File: config.mk
export PLATFORM = sky130hd
export DESIGN_NAME = pl_id_ex_reg
export DESIGN_NICKNAME = d
export VERILOG_FILES = /design/src/rtl/pl_id_ex_reg.sv
export SDC_FILE = /design/constraint.sdc
export NUM_CORES = 1
export LEC_CHECK = 0
export CAP_MARGIN = 30
export CORE_MARGIN = 2
export CORE_UTILIZATION = 30
export CTS_CLUSTER_DIAMETER = 50
export CTS_CLUSTER_SIZE = 28
export DETAILED_ROUTE_END_ITERATION = 10
export REMOVE_ABC_BUFFERS = 1
export SYNTH_ARGS = -nofsm -noshare
export SYNTH_HDL_FRONTEND = slang
export SYNTH_SLANG_ARGS = --single-unit
File: constraint.sdc
create_clock -name clk -period 11.2 [get_ports clk]
set_clock_uncertainty 0.05 [all_clocks]
set_input_delay 3.36 -clock clk [delete_from_list [all_inputs] [get_ports clk]]
set_output_delay 3.36 -clock clk [all_outputs]
set_load 0.05 [all_outputs]
File: src/rtl/pl_id_ex_reg.sv
// ID/EX pipeline register: captures decoded controls and operands, inserts bubbles on nop,
// freezes on hold and squashes on flush. Optional PL_ID_EX_STATS_EN adds bubble/flush counters.
module pl_id_ex_reg #(
    parameter int DATA_W   = 32,
    parameter int ALU_OP_W = 2
) (
    input  logic                clk,
    input  logic                rst,
    input  logic                hold,
    input  logic                nop,
    input  logic                flush,
    input  logic                id_valid,
    input  logic                id_reg_write,
    input  logic                id_mem_to_reg,
    input  logic                id_mem_read,
    input  logic                id_mem_write,
    input  logic                id_alu_src,
    input  logic                id_reg_dst,
    input  logic                id_branch,
    input  logic [ALU_OP_W-1:0] id_alu_op,
    input  logic [DATA_W-1:0]   id_pc_plus4,
    input  logic [DATA_W-1:0]   id_rd1,
    input  logic [DATA_W-1:0]   id_rd2,
    input  logic [DATA_W-1:0]   id_imm,
    input  logic [4:0]          id_rs,
    input  logic [4:0]          id_rt,
    input  logic [4:0]          id_rd,
    input  logic [5:0]          id_funct,
    output logic                ex_valid,
    output logic                ex_reg_write,
    output logic                ex_mem_to_reg,
    output logic                ex_mem_read,
    output logic                ex_mem_write,
    output logic                ex_alu_src,
    output logic                ex_reg_dst,
    output logic                ex_branch,
    output logic [ALU_OP_W-1:0] ex_alu_op,
    output logic [DATA_W-1:0]   ex_pc_plus4,
    output logic [DATA_W-1:0]   ex_rd1,
    output logic [DATA_W-1:0]   ex_rd2,
    output logic [DATA_W-1:0]   ex_imm,
    output logic [4:0]          ex_rs,
    output logic [4:0]          ex_rt,
    output logic [4:0]          ex_rd,
    output logic [5:0]          ex_funct
`ifdef PL_ID_EX_STATS_EN
    ,
    output logic [31:0]         bubble_count,
    output logic [31:0]         flush_count
`endif
);

    localparam int CW = 7 + ALU_OP_W;

    logic [CW-1:0] id_ctrl;
    logic [CW-1:0] ctrl_q;
    logic          valid_q;
    logic          take;

    assign id_ctrl = {id_reg_write, id_mem_to_reg, id_mem_read, id_mem_write,
                      id_alu_src, id_reg_dst, id_branch, id_alu_op};

    // A bubble or an empty ID slot both present as an all-zero control word to EX.
    assign take = id_valid & ~nop;

    always_ff @(posedge clk or posedge rst) begin
        if (rst) begin
            valid_q <= 1'b0;
            ctrl_q  <= '0;
        end else if (flush) begin
            valid_q <= 1'b0;
            ctrl_q  <= '0;
        end else if (!hold) begin
            valid_q <= take;
            ctrl_q  <= take ? id_ctrl : '0;
        end
    end

    // Operand fields are loaded on bubbles too, but kept across flush and hold.
    always_ff @(posedge clk or posedge rst) begin
        if (rst) begin
            ex_pc_plus4 <= '0;
            ex_rd1      <= '0;
            ex_rd2      <= '0;
            ex_imm      <= '0;
            ex_rs       <= '0;
            ex_rt       <= '0;
            ex_rd       <= '0;
            ex_funct    <= '0;
        end else if (!flush && !hold) begin
            ex_pc_plus4 <= id_pc_plus4;
            ex_rd1      <= id_rd1;
            ex_rd2      <= id_rd2;
            ex_imm      <= id_imm;
            ex_rs       <= id_rs;
            ex_rt       <= id_rt;
            ex_rd       <= id_rd;
            ex_funct    <= id_funct;
        end
    end

    assign ex_valid = valid_q;
    assign {ex_reg_write, ex_mem_to_reg, ex_mem_read, ex_mem_write,
            ex_alu_src, ex_reg_dst, ex_branch, ex_alu_op} = ctrl_q;

`ifdef PL_ID_EX_STATS_EN
    always_ff @(posedge clk or posedge rst) begin
        if (rst) begin
            bubble_count <= '0;
            flush_count  <= '0;
        end else begin
            if (flush)
                flush_count <= flush_count + 32'd1;
            if (nop && !hold && !flush)
                bubble_count <= bubble_count + 32'd1;
        end
    end
`endif

endmodule

==> run_summary.xml, run 1 <==
<?xml version="1.0" encoding="UTF-8"?>
<metrics>
  <group name="drt">
    <metric name="drt-pass1-iter-count" unit="">4</metric>
    <metric name="routed_via_density" unit="">4.351</metric>
    <metric name="dr.first_iter.drc_count" unit="">174</metric>
    <metric name="detailed_routed_wire_length_on_met2" unit="mm">8.321</metric>
    <metric name="drt-wirelength-per-cell" unit="um">17.29</metric>
    <metric name="top_signal_layer_used" unit="">met4</metric>
    <metric name="met3WireLength" unit="mm">1.792</metric>
    <metric name="route.detailed.drc" unit="">0</metric>
    <metric name="wirelength" unit="mm">16.81</metric>
    <metric name="vias" unit="">4229</metric>
    <metric name="detail-route-antenna-nets" unit="">0</metric>
    <metric name="wl_met1" unit="mm">6.296</metric>
  </group>
  <group name="finish">
    <metric name="fill_cells" unit="">1809</metric>
    <metric name="total_nets_final" unit="">848</metric>
    <metric name="diodes" unit="">0</metric>
    <metric name="multi_input_area" unit="um2">2262</metric>
    <metric name="area_growth_syn_to_layout" unit="%">61.22</metric>
    <metric name="layout.area.seq" unit="um2">3979</metric>
    <metric name="final_common_cell" unit="">sky130_fd_sc_hd__clkdlybuf4s50_1</metric>
    <metric name="final_core_util" unit="%">49.38</metric>
    <metric name="most_frequent_cells_in_the_layout" unit="">sky130_fd_sc_hd__clkdlybuf4s50_1 (322), sky130_fd_sc_hd__dfrtp_1 (159), sky130_fd_sc_hd__mux2_4 (100), sky130_fd_sc_hd__mux2_2 (39), sky130_fd_sc_hd__clkbuf_16 (17)</metric>
    <metric name="stdcell_count" unit="">972</metric>
    <metric name="final_layout_size_suffix_gt1_share" unit="%">24.96</metric>
  </group>
  <group name="logic_synthesis">
    <metric name="synth-compound-area-share" unit="%">0.7749</metric>
    <metric name="ys_types" unit="">15</metric>
    <metric name="avg_cell_area_syn" unit="um2">17.99</metric>
    <metric name="synth_seq_area_share" unit="%">61.60</metric>
    <metric name="ys_seq_elements" unit="">159</metric>
    <metric name="simple_gate_portion_of_the_synthesized_area" unit="%">2.460</metric>
    <metric name="synth_xor_xnor_area_share" unit="%">0</metric>
    <metric name="synth_warnings" unit="">0</metric>
    <metric name="fraction_of_the_mapped_netlist_area_in_adder_cells" unit="%">0</metric>
    <metric name="post_synth_mux_area_share" unit="%">31.79</metric>
    <metric name="synthCells" unit="">359</metric>
    <metric name="mappedNetlistArea" unit="um2">6459</metric>
    <metric name="synth_top_family_by_area" unit="">multiplexers</metric>
  </group>
  <group name="place">
    <metric name="place_congestion" unit="">0.8289</metric>
    <metric name="numPortBuffers" unit="">322</metric>
    <metric name="post-place-ws" unit="ns">5.377</metric>
    <metric name="place_inst" unit="">939</metric>
    <metric name="place_hpwl" unit="mm">11.94</metric>
  </group>
  <group name="global_routing">
    <metric name="antenna_found_initial" unit="">0</metric>
    <metric name="grt_use_total" unit="%">14.85</metric>
    <metric name="via_count_of_the_first_global_routing_pass" unit="">4644</metric>
    <metric name="maximum_number_of_pins_on_one_net_before_global_route_repair" unit="">150</metric>
    <metric name="gr-total-overflow" unit="">0</metric>
    <metric name="grt_pass1_wl" unit="mm">25.88</metric>
  </group>
  <group name="critical_path">
    <metric name="timing.critical_path.max_delay_family" unit="">buffers and inverters</metric>
    <metric name="worst_path_max_delay_cell" unit="">sky130_fd_sc_hd__clkdlybuf4s50_1</metric>
    <metric name="path_buf_inv" unit="">2</metric>
    <metric name="worstPathArrival" unit="ns">5.74</metric>
    <metric name="timing.critical_path.from_type" unit="">primary input</metric>
    <metric name="max_stage_delay" unit="ns">0.76</metric>
    <metric name="type_of_destination_of_the_critical_path" unit="">register</metric>
    <metric name="crit_path_max_fanout" unit="">149</metric>
    <metric name="crit_path_cell_trace" unit="">clkdlybuf4s50_1 -&gt; nor2_4 -&gt; buf_12 -&gt; mux2_2</metric>
    <metric name="worst-endpoint-required" unit="ns">11.45</metric>
    <metric name="setup.worst_path.class" unit="">in -&gt; reg</metric>
  </group>
  <group name="die">
    <metric name="core_area" unit="um2">21090</metric>
    <metric name="num_rows" unit="">53</metric>
    <metric name="initial_core_util" unit="%">30.63</metric>
    <metric name="horizontal_extent_of_the_die" unit="um">150.7</metric>
    <metric name="floorplan.die_area" unit="um2">22720</metric>
    <metric name="io_pins" unit="">323</metric>
    <metric name="dieHeight" unit="um">150.7</metric>
  </group>
  <group name="sta">
    <metric name="unrepaired_setup_endpoints_after_global_routing" unit="">false</metric>
    <metric name="tightestPinTransition" unit="ns">1.181</metric>
    <metric name="period_utilization" unit="%">49.04</metric>
    <metric name="report.final.hold_viol_count" unit="">0</metric>
    <metric name="tns" unit="ns">0</metric>
    <metric name="setup_viol" unit="">0</metric>
    <metric name="final.setup.worst_slack" unit="ns">5.707</metric>
    <metric name="final.min_clock_period" unit="ns">5.493</metric>
    <metric name="max_freq" unit="MHz">182.1</metric>
    <metric name="max_slew_violation_count" unit="">0</metric>
    <metric name="slew_headroom" unit="%">21.26</metric>
  </group>
  <group name="power">
    <metric name="power.density_cell_area" unit="nW/um2">182.9</metric>
    <metric name="power_leakage" unit="uW">0.004398</metric>
    <metric name="total_power" unit="uW">1904</metric>
    <metric name="ir_drop" unit="V">0.00009065</metric>
  </group>
  <group name="clock_network">
    <metric name="clockBufferDepth" unit="">2</metric>
    <metric name="post-cts-setup-buffer-count" unit="">0</metric>
    <metric name="clkTransAtPathRegs" unit="ns">0.06</metric>
    <metric name="latest_clock_arrival_within_the_worst_skew_pair" unit="ns">0.42</metric>
    <metric name="cts_h_tree_depth" unit="">4</metric>
    <metric name="cts_hold_buffers" unit="">0</metric>
    <metric name="tritoncts_num_sinks" unit="">159</metric>
    <metric name="count_of_cells_resized_by_post_cts_repair" unit="">0</metric>
    <metric name="cts-root-buf" unit="">sky130_fd_sc_hd__clkbuf_16</metric>
    <metric name="number_of_clock_buffers_inserted_by_tritoncts" unit="">17</metric>
    <metric name="clock_tree_from_tritoncts" unit="">done</metric>
  </group>
  <group name="flow_run">
    <metric name="drv.max_cap_violation_count" unit="">0</metric>
  </group>
  <group name="status">
    <metric name="status" unit="">finished, final reports clean</metric>
  </group>
  <group name="hold_path">
    <metric name="min_path_type" unit="">reg -&gt; reg</metric>
  </group>
</metrics>
==> area by class of cell <==
type / count / share of cell area [%]
tap: 275 / 3.304
clock inverter: 13 / 1.033
clock buffer: 19 / 4.158
inverter: 1 / 0.08411
multi-input combinational: 180 / 21.73
timing repair buffer: 325 / 31.48
sequential: 159 / 38.21
==> metrics by stage <==
| stage | area, um2 | hold WS, ns |
|---|---|---|
| after floorplan | 6245 | 0.7078 |
| after global placement | 9844 | 0.4199 |
| after detailed placement | 9844 | 0.4241 |
| after CTS | 10390 | 0.4391 |
| after global routing | 10410 | 0.4572 |
| final | 10410 | 0.4366 |
==> power by group <==
part / total, uW / internal [uW] / switching [uW]
Sequential: 700 / 655 / 45.4
Combinational: 672 / 281 / 390
Clock: 532 / 288 / 244
==> flip-flops by register name, summed over array words and instances (netlist names), 5 cells and up <==
| signal | flops |
|---|---|
| ex_rd | 5 |
| ex_rs | 5 |
| ex_rt | 5 |
| ex_rd2 | 32 |
| ex_rd1 | 32 |
| ex_pc_plus4 | 32 |
| ctrl_q | 9 |
| ex_imm | 32 |
| ex_funct | 6 |
==> synth_stat cells <==
| cell | n | area, um2 |
|---|---|---|
| sky130_fd_sc_hd__a21oi_1 | 10 | 50.05 |
| sky130_fd_sc_hd__dfrtp_1 | 159 | 3979 |
| sky130_fd_sc_hd__nand2_1 | 10 | 37.54 |
| sky130_fd_sc_hd__clkbuf_1 | 2 | 7.510 |
| sky130_fd_sc_hd__mux2_4 | 100 | 1501 |
| sky130_fd_sc_hd__nand4bb_1 | 9 | 101.4 |
| sky130_fd_sc_hd__nor2_4 | 1 | 11.26 |
| sky130_fd_sc_hd__buf_2 | 3 | 15.01 |
| sky130_fd_sc_hd__inv_1 | 1 | 3.750 |
| sky130_fd_sc_hd__or3b_1 | 1 | 8.760 |
| sky130_fd_sc_hd__buf_6 | 3 | 33.78 |
| sky130_fd_sc_hd__mux2_1 | 10 | 112.6 |
| sky130_fd_sc_hd__mux2_2 | 39 | 439.2 |
| sky130_fd_sc_hd__buf_4 | 1 | 7.510 |
| sky130_fd_sc_hd__buf_8 | 10 | 150.1 |
==> final timing paths <==
check | cells past startpoint | from | endpoint | slack [ns]
hold / removal | 1 | ex_rd2[12] | ex_rd2[12] | 0.44
hold reg to reg | 1 | ex_rd2[12] | ex_rd2[12] | 0.44
max in group asynchronous | 4 | rst | ex_rd2[12] | 6.61
min in group asynchronous | 2 | rst | ex_rd2[8] | 3.40
setup reg to reg | 1 | ex_rd2[18] | ex_rd2[18] | 10.35
setup / recovery | 4 | hold | ex_imm[24] | 5.71
==> layer usage <==
metal	global-route usage (%)	vias to the layer above
met1	16.91	2077
met3	6.727	27
li1	-	1923
met4	5.935	0
met2	24.34	202
met5	0	-
==> cell families after synthesis <==
kind of cell,count (synthesis)
flops,159
mux,149
simple gates,21
buf+inv,20
compound gates,10
(Power assumes the default switching activity.)
==> run 2: changes to the inputs <==
--- a/config.mk
+++ b/config.mk
@@ -11,6 +11,7 @@
 export CTS_CLUSTER_DIAMETER = 50
 export CTS_CLUSTER_SIZE = 28
 export DETAILED_ROUTE_END_ITERATION = 10
+export PLACE_DENSITY = 0.65
 export REMOVE_ABC_BUFFERS = 1
 export SYNTH_ARGS = -nofsm -noshare
 export SYNTH_HDL_FRONTEND = slang
==> constraint.sdc (replaced) <==
create_clock -name clk -period 4.7 [get_ports clk]
set_clock_uncertainty 0.05 [all_clocks]
set_input_delay 1.41 -clock clk [delete_from_list [all_inputs] [get_ports clk]]
set_output_delay 1.41 -clock clk [all_outputs]
set_load 0.05 [all_outputs]
==> run_summary.xml, run 2 (same netlist as run 1, synthesis figures left out) <==
<?xml version="1.0" encoding="UTF-8"?>
<metrics>
  <group name="finish">
    <metric name="most_frequent_cells_in_the_layout" unit="">sky130_fd_sc_hd__clkdlybuf4s50_1 (322), sky130_fd_sc_hd__dfrtp_1 (159), sky130_fd_sc_hd__mux2_4 (100), sky130_fd_sc_hd__mux2_2 (39), sky130_fd_sc_hd__clkbuf_16 (17)</metric>
    <metric name="final_common_cell" unit="">sky130_fd_sc_hd__clkdlybuf4s50_1</metric>
    <metric name="final_layout_size_suffix_gt1_share" unit="%">25.78</metric>
    <metric name="total_nets_final" unit="">855</metric>
    <metric name="fill_cells" unit="">1779</metric>
    <metric name="diodes" unit="">0</metric>
    <metric name="area_growth_syn_to_layout" unit="%">63.19</metric>
    <metric name="layout.area.seq" unit="um2">3979</metric>
    <metric name="multi_input_area" unit="um2">2262</metric>
  </group>
  <group name="hold_path">
    <metric name="min_path_cells" unit="">1</metric>
    <metric name="hold_end" unit="">ex_rd2[15]</metric>
    <metric name="hp-start" unit="">ex_rd2[15]</metric>
    <metric name="min_path_type" unit="">reg -&gt; reg</metric>
  </group>
  <group name="critical_path">
    <metric name="reg2reg_depth" unit="">1</metric>
    <metric name="type_of_destination_of_the_critical_path" unit="">register</metric>
    <metric name="regToRegStartpoint" unit="">ex_rd2[20]</metric>
    <metric name="crit_path_max_fanout" unit="">21</metric>
    <metric name="timing.critical_path.from_type" unit="">primary input</metric>
    <metric name="regToRegEndpoint" unit="">ex_rd2[20]</metric>
    <metric name="worst-endpoint-required" unit="ns">4.95</metric>
    <metric name="setup.worst_path.class" unit="">in -&gt; reg</metric>
    <metric name="rrSetupSlack" unit="ns">3.85</metric>
    <metric name="worstPathArrival" unit="ns">3.51</metric>
  </group>
  <group name="die">
    <metric name="horizontal_extent_of_the_die" unit="um">150.7</metric>
    <metric name="num_rows" unit="">53</metric>
    <metric name="core_area" unit="um2">21090</metric>
    <metric name="initial_core_util" unit="%">30.63</metric>
    <metric name="io_pins" unit="">323</metric>
    <metric name="floorplan.die_area" unit="um2">22720</metric>
    <metric name="dieHeight" unit="um">150.7</metric>
  </group>
  <group name="clock_network">
    <metric name="tritoncts_num_sinks" unit="">159</metric>
    <metric name="cts-root-buf" unit="">sky130_fd_sc_hd__clkbuf_16</metric>
    <metric name="cts_hold_buffers" unit="">0</metric>
    <metric name="number_of_clock_buffers_inserted_by_tritoncts" unit="">17</metric>
    <metric name="count_of_cells_resized_by_post_cts_repair" unit="">0</metric>
    <metric name="cts_h_tree_depth" unit="">4</metric>
    <metric name="latest_clock_arrival_within_the_worst_skew_pair" unit="ns">0.41</metric>
    <metric name="clock_tree_from_tritoncts" unit="">done</metric>
    <metric name="clockBufferDepth" unit="">2</metric>
    <metric name="clkTransAtPathRegs" unit="ns">0.07</metric>
    <metric name="post-cts-setup-buffer-count" unit="">0</metric>
  </group>
  <group name="sta">
    <metric name="unrepaired_setup_endpoints_after_global_routing" unit="">false</metric>
    <metric name="tns" unit="ns">0</metric>
    <metric name="report.final.hold_viol_count" unit="">0</metric>
    <metric name="max_freq" unit="MHz">306.5</metric>
    <metric name="final.min_clock_period" unit="ns">3.262</metric>
    <metric name="slew_headroom" unit="%">52.64</metric>
    <metric name="period_utilization" unit="%">69.41</metric>
    <metric name="holdWs" unit="ns">0.4430</metric>
    <metric name="tightestPinTransition" unit="ns">0.7103</metric>
    <metric name="max_slew_violation_count" unit="">0</metric>
    <metric name="setup_viol" unit="">0</metric>
  </group>
  <group name="drt">
    <metric name="routed_via_density" unit="">4.386</metric>
    <metric name="route.detailed.drc" unit="">0</metric>
    <metric name="wirelength" unit="mm">16.82</metric>
    <metric name="drt-pass1-iter-count" unit="">4</metric>
    <metric name="detail-route-antenna-nets" unit="">0</metric>
    <metric name="vias" unit="">4285</metric>
    <metric name="drt-wirelength-per-cell" unit="um">17.22</metric>
    <metric name="dr.first_iter.drc_count" unit="">94</metric>
  </group>
  <group name="place">
    <metric name="numPortBuffers" unit="">322</metric>
    <metric name="place_congestion" unit="">0.7513</metric>
    <metric name="place_hpwl" unit="mm">12.40</metric>
  </group>
  <group name="global_routing">
    <metric name="antenna_found_initial" unit="">0</metric>
    <metric name="maximum_number_of_pins_on_one_net_before_global_route_repair" unit="">77</metric>
    <metric name="grt_pass1_wl" unit="mm">25.14</metric>
    <metric name="gr-total-overflow" unit="">0</metric>
    <metric name="via_count_of_the_first_global_routing_pass" unit="">4611</metric>
    <metric name="grt_use_total" unit="%">14.45</metric>
  </group>
  <group name="power">
    <metric name="power.density_cell_area" unit="nW/um2">444.3</metric>
    <metric name="power_leakage" unit="uW">0.004474</metric>
    <metric name="ir_drop" unit="V">0.0002138</metric>
  </group>
  <group name="flow_run">
    <metric name="drv.max_cap_violation_count" unit="">0</metric>
  </group>
  <group name="status">
    <metric name="status" unit="">finished, final reports clean</metric>
  </group>
</metrics>
[run 2: per-layer routing]
layer  vias up  track usage, %  wire length, um
li1       1931               -                -
met1      2113           16.48             6460
met2       211           23.93             8261
met3        30           5.758             1635
met4         0           6.402              467
met5         -               0                0
[run 2: per-stage QoR]
step / util, % / area, um2 / power (uW) / worst slack [ns] / instances
finish: 49.98 / 10540 / 4683 / 1.438 / 977
floorplan: - / 6245 / 2687 / -1.052 / 340
global route: 49.98 / 10540 / 4878 / 1.310 / 977
CTS: 49.98 / 10540 / 4753 / 1.452 / 977
detailed placement: 47.15 / 9942 / 3308 / 0.9994 / 947
global placement: 47.15 / 9942 / 3287 / 1.088 / 947
[run 2: power by group]
group          internal, uW  total (uW)  switching (uW)  leakage (uW)
clock                   849        1410             559      0.000289
sequential             1560        1670             109       0.00189
combinational           672        1600             933       0.00230
[run 2: critical path, cell delays in order]
cell                              delay [ns]
sky130_fd_sc_hd__clkdlybuf4s50_1        0.75
sky130_fd_sc_hd__nor2_4                 0.47
sky130_fd_sc_hd__buf_12                 0.24
sky130_fd_sc_hd__buf_4                  0.27
sky130_fd_sc_hd__mux2_1                 0.36
[run 2: worst max path at each step]
stage	start	end	cells after the start	slack, ns
2_1_floorplan	rst	ctrl_q[0]	1	-1.05
4_1_cts	hold	ex_rd2[20]	5	1.45
6_report	hold	ex_rd2[20]	5	1.44
3_3_place_gp	hold	ex_rd2[20]	5	1.09
5_1_grt	hold	ex_rd2[20]	5	1.31
3_5_place_dp	hold	ex_rd2[20]	5	1.0
[run 2: cell type report]
type / count / share of cell area [%]
timing repair buffer: 332 / 31.77
clock buffer: 18 / 4.167
clock inverter: 12 / 1.508
tap: 275 / 3.264
multi-input combinational: 180 / 21.46
inverter: 1 / 0.08310
sequential: 159 / 37.75
==> run 3: changes to the inputs <==
--- a/config.mk
+++ b/config.mk
@@ -11,7 +11,6 @@
 export CTS_CLUSTER_DIAMETER = 50
 export CTS_CLUSTER_SIZE = 28
 export DETAILED_ROUTE_END_ITERATION = 10
-export PLACE_DENSITY = 0.65
 export REMOVE_ABC_BUFFERS = 1
 export SYNTH_ARGS = -nofsm -noshare
 export SYNTH_HDL_FRONTEND = slang
==> constraint.sdc (replaced) <==
create_clock -name clk -period 3.05 [get_ports clk]
set_clock_uncertainty 0.05 [all_clocks]
set_input_delay 0.915 -clock clk [delete_from_list [all_inputs] [get_ports clk]]
set_output_delay 0.915 -clock clk [all_outputs]
set_load 0.05 [all_outputs]
==> run_summary.xml, run 3 (same netlist as run 1, synthesis figures left out) <==
<?xml version="1.0" encoding="UTF-8"?>
<metrics>
  <group name="power">
    <metric name="total_power" unit="uW">7127</metric>
    <metric name="ir_drop" unit="V">0.0003758</metric>
    <metric name="sw_frac_of_total" unit="%">35.19</metric>
    <metric name="clock_power_share" unit="%">29.0</metric>
    <metric name="combinationalPowerShare" unit="%">34.8</metric>
    <metric name="cell_internal_pwr" unit="uW">4619</metric>
    <metric name="p_switching" unit="uW">2508</metric>
    <metric name="power.density_cell_area" unit="nW/um2">671.8</metric>
    <metric name="power_frac_seq" unit="%">36.2</metric>
    <metric name="power_leakage" unit="uW">0.004505</metric>
  </group>
  <group name="critical_path">
    <metric name="regToRegEndpoint" unit="">ex_rd2[5]</metric>
    <metric name="path_buf_inv" unit="">1</metric>
    <metric name="regToRegStartpoint" unit="">ex_rd2[5]</metric>
    <metric name="crit_path_start" unit="">ex_funct[4]</metric>
    <metric name="worst_setup_path_endpoint" unit="">ex_funct[4]</metric>
    <metric name="worst_path_max_delay_cell" unit="">sky130_fd_sc_hd__clkdlybuf4s50_1</metric>
    <metric name="rrSetupSlack" unit="ns">2.21</metric>
    <metric name="setup.worst_path.class" unit="">reg -&gt; out</metric>
    <metric name="worst-endpoint-required" unit="ns">2.08</metric>
    <metric name="reg2reg_depth" unit="">1</metric>
    <metric name="timing.critical_path.max_delay_family" unit="">buffers and inverters</metric>
    <metric name="crit_path_cell_trace" unit="">clkdlybuf4s50_1</metric>
    <metric name="max_stage_delay" unit="ns">0.84</metric>
    <metric name="worstPathArrival" unit="ns">1.64</metric>
    <metric name="worst-path-stages" unit="">1</metric>
    <metric name="type_of_destination_of_the_critical_path" unit="">output pin</metric>
    <metric name="timing.critical_path.from_type" unit="">register</metric>
    <metric name="crit_path_max_fanout" unit="">2</metric>
  </group>
  <group name="drt">
    <metric name="drt-wirelength-per-cell" unit="um">17.72</metric>
    <metric name="wirelength" unit="mm">17.51</metric>
    <metric name="dr.first_iter.drc_count" unit="">102</metric>
    <metric name="drt-pass1-iter-count" unit="">6</metric>
    <metric name="routed_via_density" unit="">4.347</metric>
    <metric name="vias" unit="">4295</metric>
    <metric name="detail-route-antenna-nets" unit="">0</metric>
    <metric name="route.detailed.drc" unit="">0</metric>
  </group>
  <group name="die">
    <metric name="num_rows" unit="">53</metric>
    <metric name="initial_core_util" unit="%">30.63</metric>
    <metric name="floorplan.die_area" unit="um2">22720</metric>
    <metric name="core_area" unit="um2">21090</metric>
    <metric name="dieHeight" unit="um">150.7</metric>
    <metric name="io_pins" unit="">323</metric>
    <metric name="horizontal_extent_of_the_die" unit="um">150.7</metric>
  </group>
  <group name="sta">
    <metric name="final.min_clock_period" unit="ns">2.602</metric>
    <metric name="max_freq" unit="MHz">384.4</metric>
    <metric name="period_utilization" unit="%">85.30</metric>
    <metric name="max_slew_violation_count" unit="">0</metric>
    <metric name="final.setup.worst_slack" unit="ns">0.4484</metric>
    <metric name="report.final.hold_viol_count" unit="">0</metric>
    <metric name="unrepaired_setup_endpoints_after_global_routing" unit="">false</metric>
    <metric name="slew_headroom" unit="%">62.68</metric>
    <metric name="tightestPinTransition" unit="ns">0.5581</metric>
    <metric name="setup_viol" unit="">0</metric>
  </group>
  <group name="global_routing">
    <metric name="grt_pass1_wl" unit="mm">26.40</metric>
    <metric name="maximum_number_of_pins_on_one_net_before_global_route_repair" unit="">51</metric>
    <metric name="gr-total-overflow" unit="">0</metric>
    <metric name="via_count_of_the_first_global_routing_pass" unit="">4659</metric>
    <metric name="grt_use_total" unit="%">15.22</metric>
    <metric name="antenna_found_initial" unit="">0</metric>
  </group>
  <group name="clock_network">
    <metric name="latest_clock_arrival_within_the_worst_skew_pair" unit="ns">0.41</metric>
    <metric name="clockBufferDepth" unit="">2</metric>
    <metric name="cts_hold_buffers" unit="">0</metric>
    <metric name="post-cts-setup-buffer-count" unit="">0</metric>
    <metric name="number_of_clock_buffers_inserted_by_tritoncts" unit="">17</metric>
    <metric name="clkTransAtPathRegs" unit="ns">0.07</metric>
    <metric name="count_of_cells_resized_by_post_cts_repair" unit="">0</metric>
    <metric name="tritoncts_num_sinks" unit="">159</metric>
    <metric name="cts_h_tree_depth" unit="">4</metric>
    <metric name="cts-root-buf" unit="">sky130_fd_sc_hd__clkbuf_16</metric>
    <metric name="clock_tree_from_tritoncts" unit="">done</metric>
  </group>
  <group name="finish">
    <metric name="total_nets_final" unit="">864</metric>
    <metric name="area_growth_syn_to_layout" unit="%">64.24</metric>
    <metric name="fill_cells" unit="">1796</metric>
    <metric name="multi_input_area" unit="um2">2262</metric>
    <metric name="finalInstanceArea" unit="um2">10610</metric>
    <metric name="diodes" unit="">0</metric>
    <metric name="final_core_util" unit="%">50.30</metric>
    <metric name="final_common_cell" unit="">sky130_fd_sc_hd__clkdlybuf4s50_1</metric>
    <metric name="layout.area.seq" unit="um2">3979</metric>
    <metric name="most_frequent_cells_in_the_layout" unit="">sky130_fd_sc_hd__clkdlybuf4s50_1 (322), sky130_fd_sc_hd__dfrtp_1 (159), sky130_fd_sc_hd__mux2_4 (100), sky130_fd_sc_hd__mux2_2 (39), sky130_fd_sc_hd__clkbuf_16 (17)</metric>
    <metric name="final_layout_size_suffix_gt1_share" unit="%">26.65</metric>
  </group>
  <group name="place">
    <metric name="place_hpwl" unit="mm">13.18</metric>
    <metric name="numPortBuffers" unit="">322</metric>
    <metric name="dpl-instance-area" unit="um2">10030</metric>
    <metric name="post-place-ws" unit="ns">0.4199</metric>
    <metric name="place_congestion" unit="">0.8091</metric>
  </group>
  <group name="hold_path">
    <metric name="min_path_type" unit="">reg -&gt; reg</metric>
  </group>
  <group name="status">
    <metric name="status" unit="">finished, final reports clean</metric>
  </group>
  <group name="flow_run">
    <metric name="drv.max_cap_violation_count" unit="">0</metric>
  </group>
</metrics>
-- run 3: cell types whose count changed in the layout (fill, tap and decap cells not counted), sizes merged --
cell	before	now
inv	4	6
clkbuf	18	20
bufinv	3	1
clkinv	4	2
buf	10	19
clkinvlp	2	4
-- run 3: worst min-delay path by stage --
stage,endpoint,cells after the start,start
2_1_floorplan,ex_valid,2,ex_valid
3_5_place_dp,ex_rd2[20],1,ex_rd2[20]
5_1_grt,ex_rd2[19],1,ex_rd2[19]
6_report,ex_rd2[19],1,ex_rd2[19]
4_1_cts,ex_rd2[20],1,ex_rd2[20]
3_3_place_gp,ex_rd2[19],1,ex_rd2[19]
-- run 3: power groups by stage --
| stage | combinational (uW) | sequential [uW] | clock [uW] |
|---|---|---|---|
| floorplan | 495 | 3650 | 0 |
| detailed placement | 2500 | 2610 | 0 |
| CTS | 2510 | 2580 | 2130 |
| finish | 2480 | 2580 | 2060 |
| global route | 2580 | 2620 | 2240 |
| global placement | 2480 | 2610 | 0 |
-- run 3: area by class of cell --
| type | count | area share [%] |
|---|---|---|
| clock buffer | 20 | 4.211 |
| clock inverter | 12 | 1.191 |
| inverter | 1 | 0.08257 |
| multi-input combinational | 180 | 21.33 |
| sequential | 159 | 37.51 |
| tap | 275 | 3.244 |
| timing repair buffer | 341 | 32.44 |
-- run 3: routing by layer --
| metal | vias up | global-route usage [%] | wire length, um |
|---|---|---|---|
| met4 | 0 | 4.486 | 231 |
| li1 | 1955 | - | - |
| met3 | 13 | 6.606 | 1771 |
| met5 | - | 0 | 0 |
| met1 | 2132 | 17.99 | 6911 |
| met2 | 195 | 25.16 | 8590 |
-- run 3: per-stage QoR --
step | std cells | hold WS [ns] | setup TNS [ns]
finish | 988 | 0.4328 | 0
global route | 988 | 0.4588 | 0
CTS | 988 | 0.4383 | 0
detailed placement | 956 | 0.4237 | 0
global placement | 956 | 0.4199 | 0
floorplan | 340 | 0.7078 | -569.60
